$ cat src/rtl/softmax_norm.sv
// softmax_norm: divides each buffered exp value (Q2.6) by its row sum, emitting Q0.8 probabilities.
// Build option SOFTMAX_ROUND_EN: round-to-nearest quotients; default build truncates.
module softmax_norm #(
    parameter int DW      = 8,
    parameter int ROW_LEN = 8,
    parameter int SUM_W   = DW + $clog2(ROW_LEN),
    parameter int QW      = 9,
    parameter int OCRED   = 2
) (
    input  logic          clk,
    input  logic          rst,
    input  logic          in_valid,
    input  logic [DW-1:0] in_data,
    output logic          in_credit,
    output logic          out_valid,
    output logic [7:0]    out_data,
    output logic          out_last,
    input  logic          out_credit,
    output logic          err
);
    localparam int IW  = $clog2(ROW_LEN);
    localparam int CW  = $clog2(QW);
    localparam int OW  = $clog2(OCRED + 1);
    localparam int DDW = DW + 9;
    localparam logic [1:0] IDLE = 2'd0, DIV = 2'd1, EMIT = 2'd2;

    logic [DW-1:0]    mem [ROW_LEN];
    logic [ROW_LEN-1:0] full;
    logic [IW-1:0]    wr_idx, rd_idx;
    logic [SUM_W-1:0] sum_acc, sum_div, rem, cur_rem, nxt_rem;
    logic             row_rdy;
    logic [1:0]       state;
    logic [CW-1:0]    cnt;
    logic [QW-1:0]    dq, cur_dq;
    logic [OW-1:0]    ocnt;
    logic [DDW-1:0]   dividend;
    logic [SUM_W:0]   trial;
    logic             wr_ok, wr_end, fire, last, take, inc, ge;

    // handshake decode, one restoring-divider step, and emit-cycle outputs
    always_comb begin
        wr_ok     = in_valid && !full[wr_idx];
        wr_end    = wr_ok && (wr_idx == IW'(ROW_LEN - 1));
        fire      = (state == EMIT) && (ocnt != '0);
        last      = rd_idx == IW'(ROW_LEN - 1);
        take      = row_rdy && ((state == IDLE) || (fire && last));
        inc       = out_credit && (fire || ocnt != OW'(OCRED));
`ifdef SOFTMAX_ROUND_EN
        dividend  = DDW'({mem[rd_idx], 8'd0}) + DDW'(sum_div >> 1);
`else
        dividend  = DDW'({mem[rd_idx], 8'd0});
`endif
        cur_rem   = (cnt == '0) ? SUM_W'(dividend >> QW) : rem;
        cur_dq    = (cnt == '0) ? dividend[QW-1:0] : dq;
        trial     = {cur_rem, cur_dq[QW-1]};
        ge        = trial >= {1'b0, sum_div};
        nxt_rem   = SUM_W'(ge ? trial - {1'b0, sum_div} : trial);
        in_credit = fire;
        out_valid = fire;
        out_last  = fire && last;
        out_data  = (!fire || sum_div == '0) ? 8'd0 : (dq > QW'(255) ? 8'hFF : dq[7:0]);
    end

    // row buffer storage; occupancy is tracked separately so no reset is needed here
    always_ff @(posedge clk) begin
        if (wr_ok) mem[wr_idx] <= in_data;
    end

    // input side: slot occupancy, running row sum, row-complete flag, credit-violation flag
    always_ff @(posedge clk or posedge rst) begin
        if (rst) begin
            wr_idx  <= '0;
            sum_acc <= '0;
            sum_div <= '0;
            row_rdy <= 1'b0;
            full    <= '0;
            err     <= 1'b0;
        end else begin
            full    <= (full | (ROW_LEN'(wr_ok) << wr_idx)) & ~(ROW_LEN'(fire) << rd_idx);
            err     <= err | (in_valid && !wr_ok);
            row_rdy <= wr_end | (row_rdy & !take);
            if (wr_ok) begin
                wr_idx  <= wr_idx + IW'(1);
                sum_acc <= wr_end ? '0 : sum_acc + SUM_W'(in_data);
                if (wr_end) sum_div <= sum_acc + SUM_W'(in_data);
            end
        end
    end

    // divide/emit sequencer and downstream credit counter
    always_ff @(posedge clk or posedge rst) begin
        if (rst) begin
            state  <= IDLE;
            cnt    <= '0;
            rem    <= '0;
            dq     <= '0;
            rd_idx <= '0;
            ocnt   <= OW'(OCRED);
        end else begin
            ocnt <= ocnt + OW'(inc) - OW'(fire);
            if (state == IDLE) begin
                if (row_rdy) begin
                    state  <= DIV;
                    rd_idx <= '0;
                    cnt    <= '0;
                end
            end else if (state == DIV) begin
                rem   <= nxt_rem;
                dq    <= {cur_dq[QW-2:0], ge};
                cnt   <= (cnt == CW'(QW - 1)) ? '0 : cnt + CW'(1);
                if (cnt == CW'(QW - 1)) state <= EMIT;
            end else if (fire) begin
                cnt    <= '0;
                rd_idx <= last ? '0 : rd_idx + IW'(1);
                state  <= (!last || row_rdy) ? DIV : IDLE;
            end
        end
    end
endmodule

$ cat config.mk
export PLATFORM = sky130hd
export DESIGN_NAME = softmax_norm
export DESIGN_NICKNAME = d
export VERILOG_FILES = /design/src/rtl/softmax_norm.sv
export SDC_FILE = /design/constraint.sdc
export NUM_CORES = 1
export LEC_CHECK = 0
export ABC_CLOCK_PERIOD_IN_PS = 4000
export BUFFER_PORTS_ARGS = -buffer_cell sky130_fd_sc_hd__buf_4
export CORE_ASPECT_RATIO = 0.9
export CORE_MARGIN = 4
export CORE_UTILIZATION = 50
export CTS_CLUSTER_SIZE = 40
export DETAILED_ROUTE_END_ITERATION = 10
export HOLD_SLACK_MARGIN = 0.15
export PLACE_DENSITY = 0.67
export SLEW_MARGIN = 40
export SYNTH_ARGS = -nofsm -noshare
export SYNTH_HDL_FRONTEND = slang
export SYNTH_SLANG_ARGS = --single-unit
$ cat constraint.sdc
create_clock -name clk -period 4 [get_ports clk]
set_input_delay 0.8 -clock clk [delete_from_list [all_inputs] [get_ports clk]]
set_output_delay 0.8 -clock clk [all_outputs]
set_load 0.01 [all_outputs]
==> impl_metrics.json, run 1 <==
{
  "first_iter_violations": 359,
  "worstPathArrival_ps": 3790,
  "p_seq_share_pct": 32.1,
  "min_path_type": "input pin to async pin",
  "mostFrequentLayoutCell": "nand2_1",
  "core_area_um2": 12830,
  "initial_core_util_pct": 51.68,
  "multi_input_area_um2": 2808,
  "ys_warn_count": 0,
  "yosysUniqueCellTypes": 63,
  "setup_viol": 0,
  "setup_tns_ps": 0,
  "layout_common_cells": "nand2_1, dfrtp_1, edfxtp_1",
  "power_density_nw_per_um2": 861.4,
  "fp.dieArea_um2": 15170,
  "relSlewSlack_pct": 50.32,
  "syn_area_um2": 6633,
  "leakagePower_nw": 3.096,
  "num_rows": 39,
  "layout.nets": 642,
  "synthArstFlopShare_pct": 50.77,
  "die_h_um": 117.3,
  "routed_wl_mm": 13.95,
  "synth-edff-count": 64,
  "io_pins": 24,
  "cap_violations": 0,
  "p_int_w": 0.003899,
  "fin_util_pct": 58.84,
  "rsz0062_at_grt": "false",
  "synth.area.top_cells": "edfxtp_1, dfrtp_1, mux4_2, ha_1, nand2_1",
  "grt_max_degree": 44,
  "p_clk_share_pct": 22.9,
  "grt_util_all_layers_pct": 20.14,
  "dp.cells": 747,
  "clock.fmax_mhz": 289.6,
  "period_needed_ps": 3453,
  "critical_path_class": "flip-flop to flip-flop",
  "hold_viol": 0,
  "preCtsSetupSlack_ps": 562.0,
  "grt_overflow": 0,
  "status": "completed",
  "vias": 4434,
  "antenna_found_initial": 0,
  "ctsResizeCount": 0,
  "max-clock-path-buffers": 2,
  "finalCritPeriodShare_pct": 86.33,
  "fillCellCount": 1018,
  "drtAntennaViolNets": 0,
  "dpl.hpwl_mm": 9.655,
  "numCtsBuffers": 17,
  "final_cells": 779,
  "end_kind": "flip-flop",
  "synth_cells": 574,
  "ir_drop_v": 0.0004785,
  "root_buffer": "clkbuf_16",
  "yosysTopAreaCell": "edfxtp_1",
  "ys.flop_type": "dfrtp_1",
  "cts_num_sinks": 130,
  "cts_hold_buffers": 0,
  "seq_area_frac_synth_pct": 53.90,
  "r2r_cells": 10,
  "critPathMaxFanout": 14,
  "n_antenna_cell": 0,
  "wire_per_inst_um": 17.91,
  "tritoncts": "yes",
  "startpoint_type": "flip-flop",
  "grt_pass1_wl_mm": 23.22,
  "synth_top_area_share_pct": 28.98,
  "cp.required_ps": 4340,
  "clk_pin_slew_ps": 60,
  "syn-num-nets": 614,
  "tightest_slew_ps": 737.1,
  "drive_above_1_share_pct": 16.10,
  "fin_ws_ps": 546.6,
  "first_pass_iters": 4,
  "clk_latency_ps": 420,
  "report.final.slew_viol_count": 0,
  "skew_ps": 6.087,
  "drc": 0,
  "synth_area_per_cell_um2": 11.56,
  "swShare_pct": 40.05,
  "grt_pass1_vias": 4389,
  "p_comb_share_pct": 45.0,
  "syn2layout_area_growth_pct": 13.85,
  "port_buffers": 23,
  "die_w_um": 129.4,
  "switchingPower_w": 0.002605,
  "cts_setup_buffers": 0,
  "seq_area_um2": 3576,
  "htree_levels": 4,
  "finalPower_w": 0.006505,
  "ys_ff_latch": 130,
  "vias_per_cell": 5.692,
  "gp_congestion": 0.9565
}
## per-stage QoR
stage	instance area [µm²]	hold WS, ps
global route	7551	471.2
global placement	6952	459.8
floorplan	6633	442.5
detailed placement	6963	457.9
CTS	7536	445.5
finish	7551	434.3
## cell usage after synthesis (6+ instances only)
library cell / count
edfxtp_1: 64
mux2i_1: 20
nand2b_1: 8
mux2_1: 8
dfrtp_1: 65
nand3_1: 14
mux4_2: 16
clkbuf_1: 10
xnor2_1: 14
ha_1: 26
buf_2: 8
a21oi_1: 19
inv_1: 26
o21ai_0: 18
o21ai_1: 28
nand2_1: 73
nor2_1: 49
and2_1: 6
## worst paths after layout
path                        start  endpoint  slack, ps
max                        cnt[0]    rem[0]        550
min                           rst   ocnt[0]        430
max reg2reg                cnt[0]    rem[0]        550
min reg2reg                   err       err        470
max in group asynchronous     rst    rem[0]       2810
min in group clk              err       err        470
## state kept, by name, summed over array words and instances, names as in the netlist
register / flops
mem: 64
full: 8
rd_idx: 3
err: 1
cnt: 4
rem: 11
wr_idx: 3
ocnt: 2
row_rdy: 1
dq: 9
sum_acc: 11
sum_div: 11
state: 2
## power groups by stage
stage	Clock, W	Sequential (W)	Combinational (W)
floorplan	0	0.00195	0.00237
global placement	0	0.00208	0.00281
detailed placement	0	0.00210	0.00289
CTS	0.00152	0.00209	0.00292
global route	0.00160	0.00214	0.00330
finish	0.00149	0.00209	0.00292
## logic make-up after synthesis
family                   after synthesis  synth area share, %
multiplexers                          45                9.979
flip-flops                           130                53.90
XOR/XNOR                              17                2.245
buffers and inverters                 57                4.112
AO/OA/AOI/OAI                        116                11.58
adder cells (fa/ha/maj)               28                5.508
AND/OR/NAND/NOR                      181                12.68
## worst max-delay path, cell delays in order, from the launching register on
cell and delay, ps:
dfrtp_1 430, inv_1 80, ha_1 170, or3b_1 540
buf_4 280, and2_1 210, ha_1 400, a21oi_1 410
o2111ai_4 320, mux2_1 410, o21ai_1 120
## area by class of cell
class | count | area share [%]
Clock buffer | 18 | 5.684
Clock inverter | 14 | 1.906
Inverter | 29 | 1.475
Multi-Input combinational cell | 387 | 37.18
Sequential cell | 130 | 47.36
Tap cell | 164 | 2.717
Timing Repair Buffer | 37 | 3.679
## routing by layer
metal,vias to the layer above,wire length (µm),global-route usage [%]
li1,2145,-,-
met1,2157,6267,28.78
met2,110,6634,30.25
met3,22,813,5.127
met4,0,238,6.928
met5,-,0,0
(Power assumes the default switching activity.)
==> run 2: changes to the inputs <==
==> constraint.sdc (replaced) <==
create_clock -name clk -period 4 [get_ports clk]
set_input_delay 0.4 -clock clk [delete_from_list [all_inputs] [get_ports clk]]
set_output_delay 0.4 -clock clk [all_outputs]
set_load 0.01 [all_outputs]
==> impl_metrics.json, run 2 (synthesized netlist as in run 1, its figures left out) <==
{
  "power_density_nw_per_um2": 867.2,
  "regMostFlops": "mem",
  "ff2ff_setup_slack_ps": 480,
  "cts_num_sinks": 130,
  "rsz0062_at_grt": "false",
  "num_rows": 39,
  "setup_viol": 0,
  "status": "completed",
  "syn2layout_area_growth_pct": 14.37,
  "p_comb_share_pct": 44.4,
  "initial_core_util_pct": 51.68,
  "gp_congestion": 0.9091,
  "vias": 4470,
  "clk_pin_slew_ps": 60,
  "critPathBufInv": 1,
  "antenna_found_initial": 0,
  "path_delay_family": "simple AND/OR/NAND/NOR gates",
  "clock.fmax_mhz": 283.9,
  "tightest_slew_ps": 751.1,
  "dpl.hpwl_mm": 9.862,
  "tritoncts": "yes",
  "htree_levels": 4,
  "core_area_um2": 12830,
  "mostFrequentLayoutCell": "nand2_1",
  "root_buffer": "clkbuf_16",
  "min_from": "in_valid",
  "die_h_um": 117.3,
  "cp_slowest_cell": "or3b_1",
  "drive_above_1_share_pct": 15.61,
  "finalCritPeriodShare_pct": 88.05,
  "max_stage_delay_ps": 550,
  "end_kind": "flip-flop",
  "path_cells": "inv_1 -> ha_1 -> or3b_1 -> nor2_1 -> a21oi_1 -> ha_1 -> fa_1 -> nand2b_1 -> a21oi_1 -> o21ai_1 -> o2111ai_4 -> mux2_1 -> o21ai_1",
  "largest_reg_flops": 64,
  "fp.dieArea_um2": 15170,
  "leakagePower_nw": 3.108,
  "switchingPower_w": 0.002577,
  "hold_viol": 0,
  "r2r_cells": 13,
  "layout.nets": 642,
  "p_int_w": 0.004002,
  "relSlewSlack_pct": 49.93,
  "first_pass_iters": 5,
  "critPathMaxFanout": 13,
  "grt_overflow": 0,
  "io_pins": 24,
  "p_clk_share_pct": 24.0,
  "n_antenna_cell": 0,
  "max-clock-path-buffers": 2,
  "period_needed_ps": 3522,
  "cp.required_ps": 4340,
  "preCtsSetupSlack_ps": 447.4,
  "drtAntennaViolNets": 0,
  "min_path_type": "input pin to flip-flop",
  "worstPathArrival_ps": 3860,
  "worstReg2RegEnd": "rem[1]",
  "ir_drop_v": 0.0005032,
  "hold_end": "err",
  "first_iter_violations": 348,
  "cap_violations": 0,
  "grt_pass1_vias": 4435,
  "routed_wl_mm": 14.08,
  "layout_common_cells": "nand2_1, dfrtp_1, edfxtp_1",
  "grt_pass1_wl_mm": 22.74,
  "p_seq_share_pct": 31.6,
  "die_w_um": 129.4,
  "swShare_pct": 39.17,
  "hold_depth": 2,
  "grt_util_all_layers_pct": 20.02,
  "grt_max_degree": 37,
  "numCtsBuffers": 17,
  "skew_ps": 7.171,
  "fillCellCount": 1052,
  "port_buffers": 23,
  "wire_per_inst_um": 18.07,
  "critical_path_class": "flip-flop to flip-flop",
  "drc": 0,
  "fin_ws_ps": 477.9,
  "vias_per_cell": 5.738,
  "ctsResizeCount": 0,
  "clk_latency_ps": 420,
  "startpoint_type": "flip-flop",
  "report.final.slew_viol_count": 0,
  "r2r-start": "cnt[0]",
  "setup_tns_ps": 0
}
[run 2: per-layer routing]
layer  global-route usage (%)  vias up  share of wire, %
met1                    26.92     2180                46
met5                        0        -                 0
met4                    7.698        0               1.9
met2                    31.32      124                48
li1                         -     2145                 -
met3                    5.490       21               4.4
[run 2: worst max path at each step]
stage / cells after the start / from / endpoint / slack [ps]
after floorplan: 16 / cnt[0] / rem[4] / 750
after global placement: 11 / rd_idx[0] / rem[1] / 530
after detailed placement: 11 / rd_idx[0] / rem[1] / 450
after CTS: 11 / rd_idx[0] / rem[1] / 440
after global routing: 13 / cnt[0] / rem[0] / 190
final: 13 / cnt[0] / rem[1] / 480
[run 2: timing repair]
| item | in CTS | in global routing |
|---|---|---|
| setup buffers | 0 | 0 |
| endpoints found under the hold margin | 4 | 0 |
| hold buffers | 1 | 0 |
[run 2: cell type report]
class | count | area [µm²] | share of cell area [%]
sequential | 130 | 3575 | 47.12
multi-input combinational | 387 | 2805 | 36.98
clock buffer | 19 | 452.9 | 5.971
timing repair buffer | 37 | 277.8 | 3.662
tap | 164 | 205.2 | 2.705
clock inverter | 13 | 160.2 | 2.111
inverter | 29 | 110.1 | 1.451
[run 2: stage by stage]
| step | area [µm²] | hold slack [ps] | power, W | util (%) | cells |
|---|---|---|---|---|---|
| final | 7586 | 219.8 | 0.006579 | 59.11 | 779 |
| after global routing | 7586 | 217.0 | 0.007055 | 59.11 | 779 |
| after CTS | 7571 | 205.0 | 0.006581 | 58.99 | 779 |
| after detailed placement | 6948 | 464.5 | 0.004970 | 54.14 | 746 |
| after global placement | 6937 | 455.2 | 0.004860 | 54.05 | 745 |
| after floorplan | 6633 | 442.5 | 0.004317 | - | 574 |
[run 2: power groups by stage]
stage / Sequential [W] / Clock (W) / Combinational, W
floorplan: 0.00195 / 0 / 0.00237
detailed placement: 0.00209 / 0 / 0.00288
global route: 0.00212 / 0.00167 / 0.00326
CTS: 0.00207 / 0.00160 / 0.00290
finish: 0.00208 / 0.00158 / 0.00292
global placement: 0.00208 / 0 / 0.00278
==> run 3: changes to the inputs <==
--- a/config.mk
+++ b/config.mk
@@ -10,6 +10,7 @@
 export CORE_ASPECT_RATIO = 0.9
 export CORE_MARGIN = 4
 export CORE_UTILIZATION = 50
+export CTS_BUF_LIST = sky130_fd_sc_hd__clkbuf_2
 export CTS_CLUSTER_SIZE = 40
 export DETAILED_ROUTE_END_ITERATION = 10
 export HOLD_SLACK_MARGIN = 0.15
==> impl_metrics.json, run 3 (synthesized netlist as in run 1, its figures left out) <==
{
  "status": "completed",
  "core_area_um2": 12830,
  "max-clock-path-buffers": 2,
  "io_pins": 24,
  "cp_num_cells": 13,
  "clock.fmax_mhz": 281.6,
  "vias_per_cell": 5.693,
  "relSlewSlack_pct": 49.94,
  "clk_latency_ps": 700,
  "numCtsBuffers": 17,
  "swShare_pct": 42.73,
  "final_cells": 789,
  "drtAntennaViolNets": 0,
  "power_density_nw_per_um2": 794.2,
  "root_buffer": "clkbuf_2",
  "path_cells": "inv_1 -> ha_1 -> or3b_1 -> nor2_1 -> a21oi_1 -> ha_1 -> fa_1 -> nand2b_1 -> a21oi_1 -> o21ai_1 -> o2111ai_4 -> mux2_1 -> o21ai_1",
  "switchingPower_w": 0.002486,
  "p_seq_share_pct": 35.6,
  "r2r-start": "cnt[0]",
  "drc": 0,
  "preCtsSetupSlack_ps": 447.4,
  "tritoncts": "yes",
  "ff2ff_setup_slack_ps": 450,
  "setup_viol": 0,
  "cts_num_sinks": 130,
  "min_path_type": "input pin to async pin",
  "p_comb_share_pct": 50.1,
  "antenna_found_initial": 0,
  "r2r_cells": 13,
  "clk_pin_slew_ps": 190,
  "vias": 4492,
  "grt_pass1_vias": 4440,
  "stdcell_area_um2": 7326,
  "grt_max_degree": 37,
  "first_pass_iters": 6,
  "place_area_um2": 6948,
  "setup_tns_ps": 0,
  "cp_slowest_cell": "or3b_1",
  "die_w_um": 129.4,
  "worstReg2RegEnd": "rem[1]",
  "dp.cells": 746,
  "critPathMaxFanout": 13,
  "first_iter_violations": 388,
  "finalCritPeriodShare_pct": 88.79,
  "fp.dieArea_um2": 15170,
  "fin_ws_ps": 448.4,
  "critPathBufInv": 1,
  "finalPower_w": 0.005818,
  "initial_core_util_pct": 51.68,
  "report.final.slew_viol_count": 0,
  "num_rows": 39,
  "worstPathArrival_ps": 4180,
  "layout_common_cells": "nand2_1, dfrtp_1, edfxtp_1",
  "dpl.hpwl_mm": 9.862,
  "critical_path_class": "flip-flop to flip-flop",
  "rsz0062_at_grt": "false",
  "grt_overflow": 0,
  "ir_drop_v": 0.0005099,
  "largest_reg_flops": 64,
  "leakagePower_nw": 3.000,
  "max_stage_delay_ps": 540,
  "drive_above_1_share_pct": 15.04,
  "grt_util_all_layers_pct": 19.77,
  "layout.nets": 652,
  "n_antenna_cell": 0,
  "cp-startpoint": "cnt[0]",
  "port_buffers": 23,
  "htree_levels": 4,
  "grt_pass1_wl_mm": 22.56,
  "wire_per_inst_um": 17.77,
  "regMostFlops": "mem",
  "die_h_um": 117.3,
  "skew_ps": 25.01,
  "gp_congestion": 0.9091,
  "crit_end": "rem[1]",
  "period_needed_ps": 3552,
  "startpoint_type": "flip-flop",
  "p_int_w": 0.003332,
  "path_delay_family": "simple AND/OR/NAND/NOR gates",
  "routed_wl_mm": 14.02,
  "end_kind": "flip-flop",
  "cap_violations": 0,
  "p_clk_share_pct": 14.3,
  "hold_viol": 0,
  "fillCellCount": 1084,
  "cp.required_ps": 4630,
  "cts_setup_buffers": 0,
  "tightest_slew_ps": 750.9,
  "mostFrequentLayoutCell": "nand2_1",
  "syn2layout_area_growth_pct": 10.45
}
-- run 3: changes by cell type in the layout (fill, tap and decap cells not counted) --
cell	change
clkbuf_8	-2
clkbuf_2	+17
dlygate4sd3_1	+10
clkbuf_16	-17
clkinv_1	+2
-- run 3: power by group through the flow --
stage | Combinational, W | Sequential (W) | Clock, W
floorplan | 0.00237 | 0.00195 | 0
finish | 0.00291 | 0.00207 | 0.000834
CTS | 0.00290 | 0.00207 | 0.000851
global placement | 0.00278 | 0.00208 | 0
detailed placement | 0.00288 | 0.00209 | 0
global route | 0.00326 | 0.00211 | 0.000920
-- run 3: tightest hold or removal path, stage by stage --
cell,delay (ps)
dlygate4sd3_1,530
buf_4,130
clkinv_2,440
-- run 3: metrics by stage --
step	util, %	hold slack, ps
floorplan	-	442.5
global placement	54.05	455.2
detailed placement	54.14	464.5
CTS	56.97	345.5
global route	57.08	247.1
finish	57.08	302.3
-- run 3: layout make-up --
cell class                      count  area, µm²  area share [%]
Tap cell                          164      205.2           2.801
Inverter                           29      110.1           1.503
Multi-Input combinational cell    387       2805           38.29
Timing Repair Buffer               47      377.9           5.158
Sequential cell                   130       3575           48.80
Clock buffer                       17      85.08           1.161
Clock inverter                     15      167.7           2.289
-- run 3: worst min path at each step --
stage,endpoint,slack [ps]
floorplan,sum_acc[4],440
global placement,sum_acc[4],460
detailed placement,err,460
CTS,rd_idx[1],350
global route,rd_idx[1],250
finish,ocnt[0],300
-- run 3: metal layers --
| layer | share of wire (%) | vias to the layer above | GRT usage [%] |
|---|---|---|---|
| li1 | - | 2161 | - |
| met1 | 45 | 2182 | 26.85 |
| met2 | 48 | 130 | 31.22 |
| met3 | 5.3 | 19 | 5.399 |
| met4 | 1.6 | 0 | 6.438 |
| met5 | 0 | - | 0 |
-- run 3: timing repair --
action / in CTS / in global routing
hold endpoints to repair: 107 / 0
gates resized for setup: 0 / 0
setup endpoints to repair: 0 / 0
hold buffers: 11 / 0
